**config.mk**
```make
export PLATFORM = sky130hd
export DESIGN_NAME = uart_tx_ctrl
export DESIGN_NICKNAME = d
export VERILOG_FILES = /design/src/rtl/uart_tx_ctrl.sv
export SDC_FILE = /design/constraint.sdc
export NUM_CORES = 1
export LEC_CHECK = 0
export CORE_UTILIZATION = 40
export CTS_CLUSTER_SIZE = 30
export DETAILED_ROUTE_END_ITERATION = 8
export SYNTH_ARGS = -nofsm -noshare
export SYNTH_HDL_FRONTEND = slang
export SYNTH_SLANG_ARGS = --single-unit
```
**constraint.sdc**
```tcl
create_clock -name clk -period 5.4 [get_ports clk]
set_input_delay 1.35 -clock clk [delete_from_list [all_inputs] [get_ports clk]]
set_output_delay 1.35 -clock clk [all_outputs]
set_load 0.01 [all_outputs]
```
**src/rtl/uart_tx_ctrl.sv**
```systemverilog
// UART transmit frame controller.
// Accepts one data word over a valid/ready handshake and sequences start,
// data (LSB first), optional parity and stop bits. It drives the select code
// and bit values of the downstream TX bit multiplexer.
module uart_tx_ctrl #(
  parameter int DATA_BITS    = 8,
  parameter int CLKS_PER_BIT = 868,
  parameter int PARITY_EN    = 1,
  parameter int PARITY_ODD   = 0,
  parameter int STOP_BITS    = 1
) (
  input  logic                 clk,
  input  logic                 rst,
  input  logic [DATA_BITS-1:0] tx_data,
  input  logic                 tx_valid,
  output logic                 tx_ready,
  output logic [1:0]           sel,
  output logic                 databit,
  output logic                 paritybit,
  output logic                 stopbit,
  output logic                 busy,
  output logic                 tx_done
);

  localparam int CW = $clog2(CLKS_PER_BIT);
  localparam int IW = $clog2(DATA_BITS);
  localparam logic [CW-1:0] CNT_LAST  = CW'(CLKS_PER_BIT - 1);
  localparam logic [IW-1:0] IDX_LAST  = IW'(DATA_BITS - 1);
  localparam logic          STOP_LAST = 1'(STOP_BITS - 1);
  localparam logic          PAR_INV   = 1'(PARITY_ODD);

  typedef enum logic [2:0] {
    IDLE,
    START,
    DATA,
    PARITY,
    STOP
  } state_e;

  state_e               state_q, state_d;
  logic [CW-1:0]        cnt_q, cnt_d;
  logic [IW-1:0]        idx_q, idx_d;
  logic                 stop_q, stop_d;
  logic [DATA_BITS-1:0] shreg_q, shreg_d;
  logic                 parity_q, parity_d;
  logic                 done_q, done_d;
  logic                 bitEnd;

  assign bitEnd = (cnt_q == CNT_LAST);

  // State register and datapath registers; reset aborts any frame at once.
  always_ff @(posedge clk or posedge rst) begin
    if (rst) begin
      state_q  <= IDLE;
      cnt_q    <= '0;
      idx_q    <= '0;
      stop_q   <= 1'b0;
      shreg_q  <= '0;
      parity_q <= 1'b0;
      done_q   <= 1'b0;
    end else begin
      state_q  <= state_d;
      cnt_q    <= cnt_d;
      idx_q    <= idx_d;
      stop_q   <= stop_d;
      shreg_q  <= shreg_d;
      parity_q <= parity_d;
      done_q   <= done_d;
    end
  end

  // Next-state logic: baud counting, bit sequencing and the accept handshake.
  always_comb begin
    state_d  = state_q;
    cnt_d    = cnt_q;
    idx_d    = idx_q;
    stop_d   = stop_q;
    shreg_d  = shreg_q;
    parity_d = parity_q;
    done_d   = 1'b0;

    if (state_q != IDLE) begin
      cnt_d = bitEnd ? '0 : cnt_q + CW'(1);
    end

    case (state_q)
      IDLE: begin
        if (tx_valid) begin
          state_d  = START;
          shreg_d  = tx_data;
          parity_d = (^tx_data) ^ PAR_INV;
          cnt_d    = '0;
        end
      end
      START: begin
        if (bitEnd) begin
          state_d = DATA;
          idx_d   = '0;
        end
      end
      DATA: begin
        if (bitEnd) begin
          shreg_d = shreg_q >> 1;
          if (idx_q == IDX_LAST) begin
            idx_d   = '0;
            stop_d  = 1'b0;
            state_d = (PARITY_EN != 0) ? PARITY : STOP;
          end else begin
            idx_d = idx_q + IW'(1);
          end
        end
      end
      PARITY: begin
        if (bitEnd) begin
          state_d = STOP;
          stop_d  = 1'b0;
        end
      end
      STOP: begin
        if (bitEnd) begin
          if (stop_q == STOP_LAST) begin
            state_d = IDLE;
            stop_d  = 1'b0;
            done_d  = 1'b1;
          end else begin
            stop_d = stop_q + 1'b1;
          end
        end
      end
      default: begin
        state_d = IDLE;
      end
    endcase
  end

  // Mux select per state; idle and stop both present the mark level.
  always_comb begin
    sel = 2'b11;
    case (state_q)
      START:   sel = 2'b00;
      DATA:    sel = 2'b01;
      PARITY:  sel = 2'b10;
      default: sel = 2'b11;
    endcase
  end

  assign tx_ready  = (state_q == IDLE);
  assign busy      = (state_q != IDLE);
  assign databit   = shreg_q[0];
  assign paritybit = parity_q;
  assign stopbit   = 1'b1;
  assign tx_done   = done_q;

endmodule

```
Word-level counts from Yosys, hierarchy flattened --
Cells that the tools add are included.
Operators by class: mux-type cells 29, divide/modulo/power cells 0, reductions and logical operators 11, equal/unequal tests 13, $lt $le $gt $ge 0, add/subtract/negate cells 3, $mul 0, shifts and indexed selects 0, bitwise logic cells 0
Operators by type and width (count):
- two-way mux 10 bit | 4
- two-way mux 3 bit | 10
- two-way mux 8 bit | 2
- case mux 8 bit (2 select lines) | 1
- case mux 3 bit (5 select lines) | 1
- != test 2 bit (second input constant) | 7
- adder 10 x 1 -> 10 bit (second input constant) | 1
- == test 10 bit (second input constant) | 1
- two-way mux 1 bit | 8
- XOR reduction 8 bit | 1
- AND reduction 7 bit | 1
- == test 3 x 2 -> 1 bit (second input constant) | 2
- == test 3 bit (second input constant) | 2
- case mux 2 bit (3 select lines) | 1
- case mux 3 bit (2 select lines) | 1
- AND reduction 3 bit | 2
- nonzero test 3 bit | 2
- AND reduction 5 bit | 1
- nonzero test 2 bit | 2
- adder 3 x 1 -> 3 bit (second input constant) | 1
- == test 3 x 1 -> 1 bit (second input constant) | 1
- zero test 3 bit | 1
- case mux 1 bit (3 select lines) | 1
- AND reduction 2 bit | 1
- adder 1 bit (second input constant) | 1
Storage, ports and cells: latch bits 0, flip-flop bits (word level) 27, bits of input ports 11, bits in writable memories 0, ROM bits 0, memories 0, output and inout bits 8, word-level logic and storage cells 63

Depth between registers and ports, before layout --
Gate-level depths: netlist of the first run.
depth after elaboration 5, gate-level depth with buffers 7, depth with buffers taken out 5

Worst setup path before layout of the first run --
No wires, ideal clock.
kind register to output, start point register state_q[2], end point output tx_ready, data required time 4.050 ns, buffers on the path 2, arrival time 1.123 ns, cell stages (with the launch flop) 5, slack 2.927 ns, path through dfrtp_1 buf_2 or3_1 buf_2 inv_2
On the way: longest elaborated chain between the ends 1
RTL lines:
- from (decl) | RTL line 40 | state_e state_q, state_d;
- from (signal assigned) | RTL line 62 | state_q <= state_d;
- zero test 3 bit | RTL line 147 | assign tx_ready = (state_q == IDLE);
- to (decl) | RTL line 16 | output logic tx_ready,
No other way between the ends.

Final worst setup path of the first run --
start point register state_q[0], end point output tx_ready
The elaborated chain is that of the path after synthesis.

==> results.py, run 1 <==
metrics = {
    "global_routing": {
        "grt_first_pass_wirelength_um": 5130,
        "grt-ovfl-total": 0,
        "grt_max_degree": 27,
        "grt_pass1_vias": 1090,
        "grtUsageTotal": 0.156,
        "grt_antenna_before_repair": 0,
    },
    "timing": {
        "hold_violations": 0,
        "rsz0062_at_grt": "no",
        "slew_violations": 0,
        "timing.final.crit_share": 0.610,
        "tightest_slew_ns": 0.980,
        "finalSetupTns_ns": 0,
        "finalSetupViolCount": 0,
        "fin_crit_ns": 3.29,
        "relSlewSlack": 0.346,
        "fin_ws_ns": 2.11,
        "fin_skew_ns": 0.00407,
        "fmax_mhz": 304,
    },
    "finish": {
        "drive_gt1_frac": 0.170,
        "syn_to_final_growth_pct": 16.2,
        "diodes": 0,
        "layout.cells.non_filler": 199,
        "fin_util": 0.504,
        "nets": 168,
    },
    "hold_path": {
        "hold_class": "flop to flop",
    },
    "status": {
        "status": "complete, no violations",
    },
    "yosys": {
        "synth_area_leaders": "dfrtp_1 43%, mux2_4 7.0%, mux2_2 5.2%",
        "syn-num-nets": 154,
        "synth_top_area_cell": "dfrtp_1",
        "synthDistinctLibCells": 44,
        "synth_flop_cell": "dfrtp_1",
        "synth_top_area_frac": 0.433,
        "synth_area_um2": 1500,
        "yosys-top-cells-count": "26 x dfrtp_1, 11 x nand2_1, 8 x xnor2_1",
        "synth_seq_cells": 26,
        "async_flop_share": 1.00,
        "synthCells": 140,
        "yosys_warnings": 0,
        "avgSynthCellArea_um2": 10.7,
        "seq_area_frac_synth": 0.433,
        "synth_edf_count": 0,
        "synth.most_common_cell": "dfrtp_1",
    },
    "worst_setup_path": {
        "critPathRequiredTime_ns": 4.05,
        "timing.rr.start": "cnt_q[0]",
        "worstPathMaxFanout": 9,
        "start_kind": "flop",
        "end_kind": "primary output",
        "rr_endpoint": "shreg_q[0]",
        "regToRegSetupSlack_ns": 3.24,
        "crit_type": "flop to primary output",
        "rr_worst_depth": 5,
        "cp.arrival_ns": 1.94,
        "setup.worst_path.end": "tx_ready",
        "cp-startpoint": "state_q[0]",
    },
    "cts": {
        "post_cts_buffers": 0,
        "cts_tree": "yes",
        "ctsHtreeMaxLevel": 1,
        "cts-root-buf": "clkbuf_8",
        "clock-sinks": 26,
        "cts_max_path_buffers": 2,
        "cts.repair.resized": 0,
        "numCtsBuffers": 3,
        "hold_buffers": 0,
        "path_clk_slew_ns": 0.09,
        "worstSkewPairLatency_ns": 0.26,
    },
    "detailed_routing": {
        "drt_pass1_iterations": 4,
        "detail-route-antenna-nets": 0,
        "routed_wl_um": 2920,
        "avgViaCountPerCell": 5.51,
        "vias": 1097,
        "drc": 0,
        "drt-initial-drc-count": 83,
        "post_drt_wl_per_cell_um": 14.7,
    },
    "floorplan": {
        "dieHeight_um": 63.3,
        "num_rows": 21,
        "top_level_ports": 19,
        "die_area_um2": 4010,
        "die_x_um": 63.3,
        "start_util": 0.433,
        "core_um2": 3470,
    },
    "power_and_ir_drop": {
        "p_seq_frac": 0.529,
        "swShare": 0.317,
        "switchingPower_mw": 0.172,
        "comb_power_share": 0.247,
        "clock_power_share": 0.224,
        "vdd_drop_max_uv": 148,
        "power.internal_mw": 0.371,
        "p_leak_nw": 0.748,
        "powerDensity_nw_per_um2": 311,
    },
    "placement": {
        "portBuffers": 17,
        "dp_cells": 195,
        "place_congestion": 0.856,
        "dp_hpwl_um": 2110,
        "pre_cts_slack_ns": 2.39,
    },
    "job": {
        "drv_cap": 0,
    },
}
-- how the worst min path moves through the flow --
stage,startpoint,to,slack [ns],depth (start not counted)
2_1_floorplan,shreg_q[7],shreg_q[7],0.46,1
4_1_cts,shreg_q[7],shreg_q[7],0.51,1
6_report,shreg_q[7],shreg_q[7],0.51,1
3_5_place_dp,shreg_q[7],shreg_q[7],0.48,1
5_1_grt,shreg_q[2],shreg_q[2],0.53,1
3_3_place_gp,shreg_q[7],shreg_q[7],0.48,1
-- sequential cells by signal, summed over array words and instances, names as in the netlist --
| signal | flops |
|---|---|
| cnt_q | 10 |
| idx_q | 3 |
| paritybit | 1 |
| shreg_q | 8 |
| state_q | 3 |
| tx_done | 1 |
-- critical path, cell delays in order, from the launching register on --
cell             delay (ns)
dfrtp_1                0.50
or3_1                  0.49
inv_2                  0.14
clkdlybuf4s50_1        0.54
-- power groups by stage --
stage	combinational [mW]	clock, mW	sequential (mW)
after floorplan	0.101	0	0.275
after global placement	0.131	0	0.287
after detailed placement	0.134	0	0.286
after CTS	0.135	0.128	0.284
after global routing	0.149	0.138	0.293
final	0.134	0.122	0.287
-- stage by stage --
step	hold WS, ns	cell area (um2)	power, mW
after floorplan	0.461	1500	0.376
after global placement	0.482	1690	0.418
after detailed placement	0.482	1690	0.420
after CTS	0.506	1750	0.547
after global routing	0.534	1750	0.581
final	0.507	1750	0.543
-- cell families after synthesis --
logic type      synth area share
mux                        0.122
other cells              0.00250
compound gates             0.143
fa+ha+maj                 0.0250
flops                      0.433
xor+xnor                  0.0525
buf+inv                   0.0358
simple gates               0.186
-- layout by cell type (no fill, tap or decap), types with 3 or more instances in the layout --
cell	synthesis	final
nor2_1	6	6
nand2_1	11	11
dfrtp_1	26	26
xnor2_1	8	8
and3_1	3	3
ha_1	3	3
clkdlybuf4s50_1	0	17
a21oi_1	4	4
a31oi_1	7	7
o21ai_1	4	4
mux2_2	7	7
mux2_4	7	7
nand2b_1	4	4
clkbuf_8	0	4
nand3_1	5	5
-- per-layer routing --
layer	vias up	share of wire	wire (um)	global-route usage
met5	-	0	0	0
li1	543	-	-	-
met1	533	0.50	1460	0.235
met3	2	0.027	79	0.0163
met4	0	0.0065	19	0.0369
met2	19	0.47	1360	0.239
-- final cells by class --
class | count | area (um2)
Clock buffer | 4 | 55.1
Fill cell | 319 | 1720
Inverter | 4 | 15.0
Multi-Input combinational cell | 102 | 798
Sequential cell | 26 | 651
Tap cell | 46 | 57.6
Timing Repair Buffer | 17 | 170
(Power assumes the default switching activity.)
==> run 2, diff against run 1 <==
clock period = 3.3 ns   (was 5.4 ns; I/O delays follow)
==> run 2 against run 1 <==
  * Via count up 2.7%
  * Clock power up 120%
  * Worst hold slack better by 0.0066 ns
  * Die area unchanged
  * Sequential share of layout area down 0.50 points
  * Global-route usage up 0.63 points
  * Final area up 1.4%
  * Critical endpoint unchanged
==> results.py, run 2 (synthesis gave the netlist of run 1 again) <==
metrics = {
    "power_and_ir_drop": {
        "power.internal_mw": 0.663,
        "powerDensity_nw_per_um2": 539,
        "p_leak_nw": 0.760,
        "finalPower_mw": 0.954,
        "p_seq_frac": 0.493,
        "vdd_drop_max_uv": 259,
        "comb_power_share": 0.228,
        "switchingPower_mw": 0.291,
        "clock_power_share": 0.279,
        "swShare": 0.305,
    },
    "cts": {
        "cts_max_path_buffers": 2,
        "post_cts_buffers": 0,
        "cts.repair.resized": 0,
        "worstSkewPairLatency_ns": 0.27,
        "cts-root-buf": "clkbuf_8",
        "cts_tree": "yes",
        "ctsHtreeMaxLevel": 1,
        "hold_buffers": 0,
        "numCtsBuffers": 3,
        "clock-sinks": 26,
        "path_clk_slew_ns": 0.10,
    },
    "timing": {
        "tightest_slew_ns": 0.896,
        "slew_violations": 0,
        "finalSetupViolCount": 0,
        "fmax_mhz": 359,
        "timing.final.crit_share": 0.845,
        "fin_crit_ns": 2.79,
        "finalSetupTns_ns": 0,
        "rsz0062_at_grt": "no",
        "relSlewSlack": 0.399,
        "fin_skew_ns": 0.00185,
        "hold_violations": 0,
        "timing.hold.ws_ns": 0.513,
    },
    "finish": {
        "reg.largest.list": "cnt_q (10), shreg_q (8)",
        "final_cell_mix": "26 x dfrtp_1, 17 x clkdlybuf4s50_1, 11 x nand2_1",
        "nets": 169,
        "top_register": "cnt_q",
        "final_common_cell": "dfrtp_1",
        "syn_to_final_growth_pct": 17.8,
        "diodes": 0,
        "nFillCells": 317,
        "drive_gt1_frac": 0.175,
        "largest_reg_flops": 10,
    },
    "global_routing": {
        "grt_antenna_before_repair": 0,
        "grt_max_degree": 27,
        "grt-ovfl-total": 0,
        "grt_pass1_vias": 1092,
        "grt_first_pass_wirelength_um": 5240,
        "grtUsageTotal": 0.163,
    },
    "floorplan": {
        "core_um2": 3470,
        "die_area_um2": 4010,
        "die_x_um": 63.3,
        "start_util": 0.433,
        "num_rows": 21,
        "top_level_ports": 19,
        "dieHeight_um": 63.3,
    },
    "worst_setup_path": {
        "critPathMaxStageDelay_ns": 0.54,
        "critPathRequiredTime_ns": 2.47,
        "regToRegSetupSlack_ns": 1.16,
        "crit_type": "flop to primary output",
        "critical_path_buf_inv_count": 2,
        "worstPathMaxFanout": 10,
        "crit_chain": "or3_1 > inv_2 > clkdlybuf4s50_1",
        "start_kind": "flop",
        "critPathSlowestCell": "clkdlybuf4s50_1",
        "end_kind": "primary output",
        "critical-path-top-delay-family": "buffers and inverters",
        "cp.arrival_ns": 1.96,
    },
    "placement": {
        "place_congestion": 0.855,
        "portBuffers": 17,
        "dp_hpwl_um": 2190,
    },
    "detailed_routing": {
        "drt-initial-drc-count": 67,
        "avgViaCountPerCell": 5.64,
        "drc": 0,
        "vias": 1127,
        "detail-route-antenna-nets": 0,
        "routed_wl_um": 3000,
        "post_drt_wl_per_cell_um": 15.0,
        "drt_pass1_iterations": 4,
    },
    "status": {
        "status": "complete, no violations",
    },
    "hold_path": {
        "hold_class": "flop to flop",
    },
    "job": {
        "drv_cap": 0,
    },
}
[run 2: changes by cell type in the layout (fill, tap and decap cells not counted)]
| cell | delta |
|---|---|
| buf_4 | +1 |
| bufinv_16 | +1 |
| clkbuf_8 | -1 |
[run 2: worst reg2reg max path, cell delays in order, from the launching register on]
cell and delay, ns:
dfrtp_1 0.39, ha_1 0.24, or4b_4 0.51, nor3_4 0.36, a21oi_4 0.19, mux2_4 0.36
[run 2: per-stage QoR]
step / util / setup slack (ns) / std cells / area (um2)
floorplan: - / 1.35 / 140 / 1500
global placement: 0.490 / 0.834 / 196 / 1700
detailed placement: 0.490 / 0.805 / 196 / 1700
CTS: 0.510 / 0.509 / 200 / 1770
global route: 0.510 / 0.445 / 200 / 1770
finish: 0.510 / 0.513 / 200 / 1770
[run 2: final timing paths]
check                           start    endpoint  cells after the start
max                        state_q[2]    tx_ready                      3
min                          idx_q[1]    idx_q[1]                      1
max reg2reg                  cnt_q[0]  shreg_q[1]                      5
min reg2reg                  idx_q[1]    idx_q[1]                      1
max in group asynchronous         rst  shreg_q[7]                      3
min in group asynchronous         rst  shreg_q[2]                      3
[run 2: routing by layer]
metal | GRT usage | vias up | share of wire
li1 | - | 540 | -
met5 | 0 | - | 0
met2 | 0.253 | 23 | 0.49
met1 | 0.241 | 562 | 0.48
met4 | 0.0313 | 0 | 0.0063
met3 | 0.0217 | 2 | 0.023
[run 2: power groups by stage]
stage	Sequential, mW	Clock (mW)	Combinational, mW
after detailed placement	0.468	0	0.220
final	0.470	0.266	0.218
after global placement	0.469	0	0.216
after floorplan	0.450	0	0.166
after CTS	0.467	0.269	0.220
after global routing	0.482	0.286	0.247
[run 2: final cells by class]
| type | count | area, um2 | share of cell area |
|---|---|---|---|
| Multi-Input combinational cell | 102 | 798 | 0.451 |
| Clock inverter | 1 | 30.0 | 0.0170 |
| Clock buffer | 3 | 41.3 | 0.0233 |
| Tap cell | 46 | 57.6 | 0.0325 |
| Timing Repair Buffer | 18 | 178 | 0.100 |
| Sequential cell | 26 | 651 | 0.367 |
| Inverter | 4 | 15.0 | 0.00848 |
==> run 3, diff against run 2 <==
clock period = 2.3 ns   (was 3.3 ns; I/O delays follow)
==> run 3 against run 2 <==
  * First-iteration DRC count is 36% higher
  * Core utilization increased by 1.4 points
  * Total power up 44%
  * Cell count up 3.0%
  * Non-clock buffer count rose by 6
  * Highest routed layer unchanged
  * Register-to-register slack lost 0.90 ns
  * Die area unchanged
  * Combinational power rose by 56%
==> results.py, run 3 (synthesis gave the netlist of run 1 again) <==
metrics = {
    "timing": {
        "slew_violations": 0,
        "fin_crit_ns": 2.22,
        "timing.final.crit_share": 0.964,
        "rsz0062_at_grt": "no",
        "fmax_mhz": 451,
        "relSlewSlack": 0.659,
        "finalSetupTns_ns": 0,
        "hold_violations": 0,
        "tightest_slew_ns": 0.507,
        "fin_skew_ns": 0.0104,
        "finalSetupViolCount": 0,
    },
    "power_and_ir_drop": {
        "p_leak_nw": 0.797,
        "switchingPower_mw": 0.409,
        "finalPower_mw": 1.37,
        "power.internal_mw": 0.963,
        "swShare": 0.298,
        "powerDensity_nw_per_um2": 754,
        "p_seq_frac": 0.480,
        "comb_power_share": 0.247,
        "clock_power_share": 0.272,
        "vdd_drop_max_uv": 478,
    },
    "worst_setup_path": {
        "critPathSlowestCell": "clkdlybuf4s50_1",
        "start_kind": "flop",
        "worstPathMaxFanout": 8,
        "crit_chain": "buf_4 > xor2_1 > nand2b_1 > clkdlybuf4s50_1",
        "crit_type": "flop to primary output",
        "rr_endpoint": "shreg_q[2]",
        "critPathMaxStageDelay_ns": 0.54,
        "regToRegSetupSlack_ns": 0.26,
        "timing.rr.start": "cnt_q[0]",
        "end_kind": "primary output",
        "critPathRequiredTime_ns": 1.73,
        "rr_worst_depth": 5,
        "cp.arrival_ns": 1.64,
    },
    "detailed_routing": {
        "vias": 1113,
        "avgViaCountPerCell": 5.40,
        "drt-initial-drc-count": 91,
        "routed_wl_um": 2970,
        "drc": 0,
        "detail-route-antenna-nets": 0,
        "drt_pass1_iterations": 4,
        "post_drt_wl_per_cell_um": 14.4,
    },
    "cts": {
        "numCtsBuffers": 3,
        "cts-root-buf": "clkbuf_8",
        "ctsHtreeMaxLevel": 1,
        "worstSkewPairLatency_ns": 0.27,
        "cts_tree": "yes",
        "path_clk_slew_ns": 0.09,
        "clock-sinks": 26,
        "cts_max_path_buffers": 2,
    },
    "job": {
        "drv_cap": 0,
    },
    "hold_path": {
        "whs_path_depth": 1,
        "min-delay-start": "idx_q[1]",
        "hold_class": "flop to flop",
        "hold_end": "idx_q[1]",
    },
    "floorplan": {
        "core_um2": 3470,
        "top_level_ports": 19,
        "start_util": 0.433,
        "die_area_um2": 4010,
        "num_rows": 21,
        "die_x_um": 63.3,
        "dieHeight_um": 63.3,
    },
    "finish": {
        "final_common_cell": "dfrtp_1",
        "diodes": 0,
        "seqCellArea_um2": 651,
        "largest_reg_flops": 10,
        "syn_to_final_growth_pct": 21.1,
        "top_register": "cnt_q",
        "multi_input_area_um2": 803,
        "nFillCells": 319,
        "nets": 175,
        "final_cell_mix": "26 x dfrtp_1, 16 x clkdlybuf4s50_1, 11 x nand2_1",
        "reg.largest.list": "cnt_q (10), shreg_q (8)",
        "drive_gt1_frac": 0.213,
    },
    "global_routing": {
        "grtUsageTotal": 0.166,
        "grt_first_pass_wirelength_um": 5260,
        "grt_antenna_before_repair": 0,
        "grt-ovfl-total": 0,
        "grt_pass1_vias": 1092,
        "grt_max_degree": 27,
    },
    "placement": {
        "portBuffers": 17,
        "place_congestion": 0.800,
        "dp_hpwl_um": 2220,
    },
    "status": {
        "status": "complete, no violations",
    },
}
run 3: changes by cell type in the layout (fill, tap and decap cells not counted):
cell,previous run,this run
or3_4,0,1
dlygate4sd2_1,0,1
buf_4,1,7
or3_1,1,0
clkdlybuf4s50_1,17,16
run 3: worst max path at each step:
| stage | start | to | depth (start not counted) |
|---|---|---|---|
| after floorplan | cnt_q[0] | shreg_q[0] | 5 |
| after global placement | tx_valid | shreg_q[0] | 4 |
| after detailed placement | tx_valid | shreg_q[4] | 4 |
| after CTS | state_q[0] | sel[1] | 4 |
| after global routing | state_q[0] | sel[1] | 4 |
| final | state_q[0] | sel[1] | 4 |
run 3: timing repair:
| item | CTS | global route |
|---|---|---|
| setup endpoints to repair | 1 | 0 |
| gates resized for setup | 2 | 0 |
| setup buffers | 0 | 0 |
| hold buffers | 0 | 0 |
run 3: power groups by stage:
stage / combinational (mW) / clock (mW) / sequential [mW]
after floorplan: 0.238 / 0 / 0.646
after global placement: 0.333 / 0 / 0.664
after detailed placement: 0.339 / 0 / 0.664
after CTS: 0.341 / 0.386 / 0.656
after global routing: 0.378 / 0.403 / 0.677
final: 0.339 / 0.374 / 0.659
run 3: area by class of cell:
class	count	area share
well taps	46	0.0316
flip-flops and latches	26	0.358
inverters	4	0.00825
clock inverters	1	0.0165
multi-input cells	102	0.442
repair buffers	24	0.122
clock buffers	3	0.0227
run 3: critical path: cells and delay by family, from the launching register on:
kind	cells	cell delay (ns)
xor gates and xnor gates	1	0.18
buffers and inverters	2	0.71
DFF	1	0.39
and+or+nand+nor	1	0.10
run 3: routing by layer:
metal  GRT usage  share of wire  vias to the layer above
li1            -              -                      550
met1       0.237           0.50                      533
met2       0.257           0.45                       28
met3      0.0399          0.043                        2
met4      0.0256         0.0061                        0
met5           0              0                        -
run 3: stage by stage:
step                      cells  hold WS [ns]  utilization  worst slack, ns  cell area, um2
after CTS                   206         0.519        0.525           0.0769            1820
after detailed placement    202         0.492        0.503            0.222            1740
after floorplan             140         0.461            -            0.398            1500
after global placement      202         0.486        0.503            0.245            1740
after global routing        206         0.530        0.525           0.0176            1820
final                       206         0.514        0.525           0.0831            1820
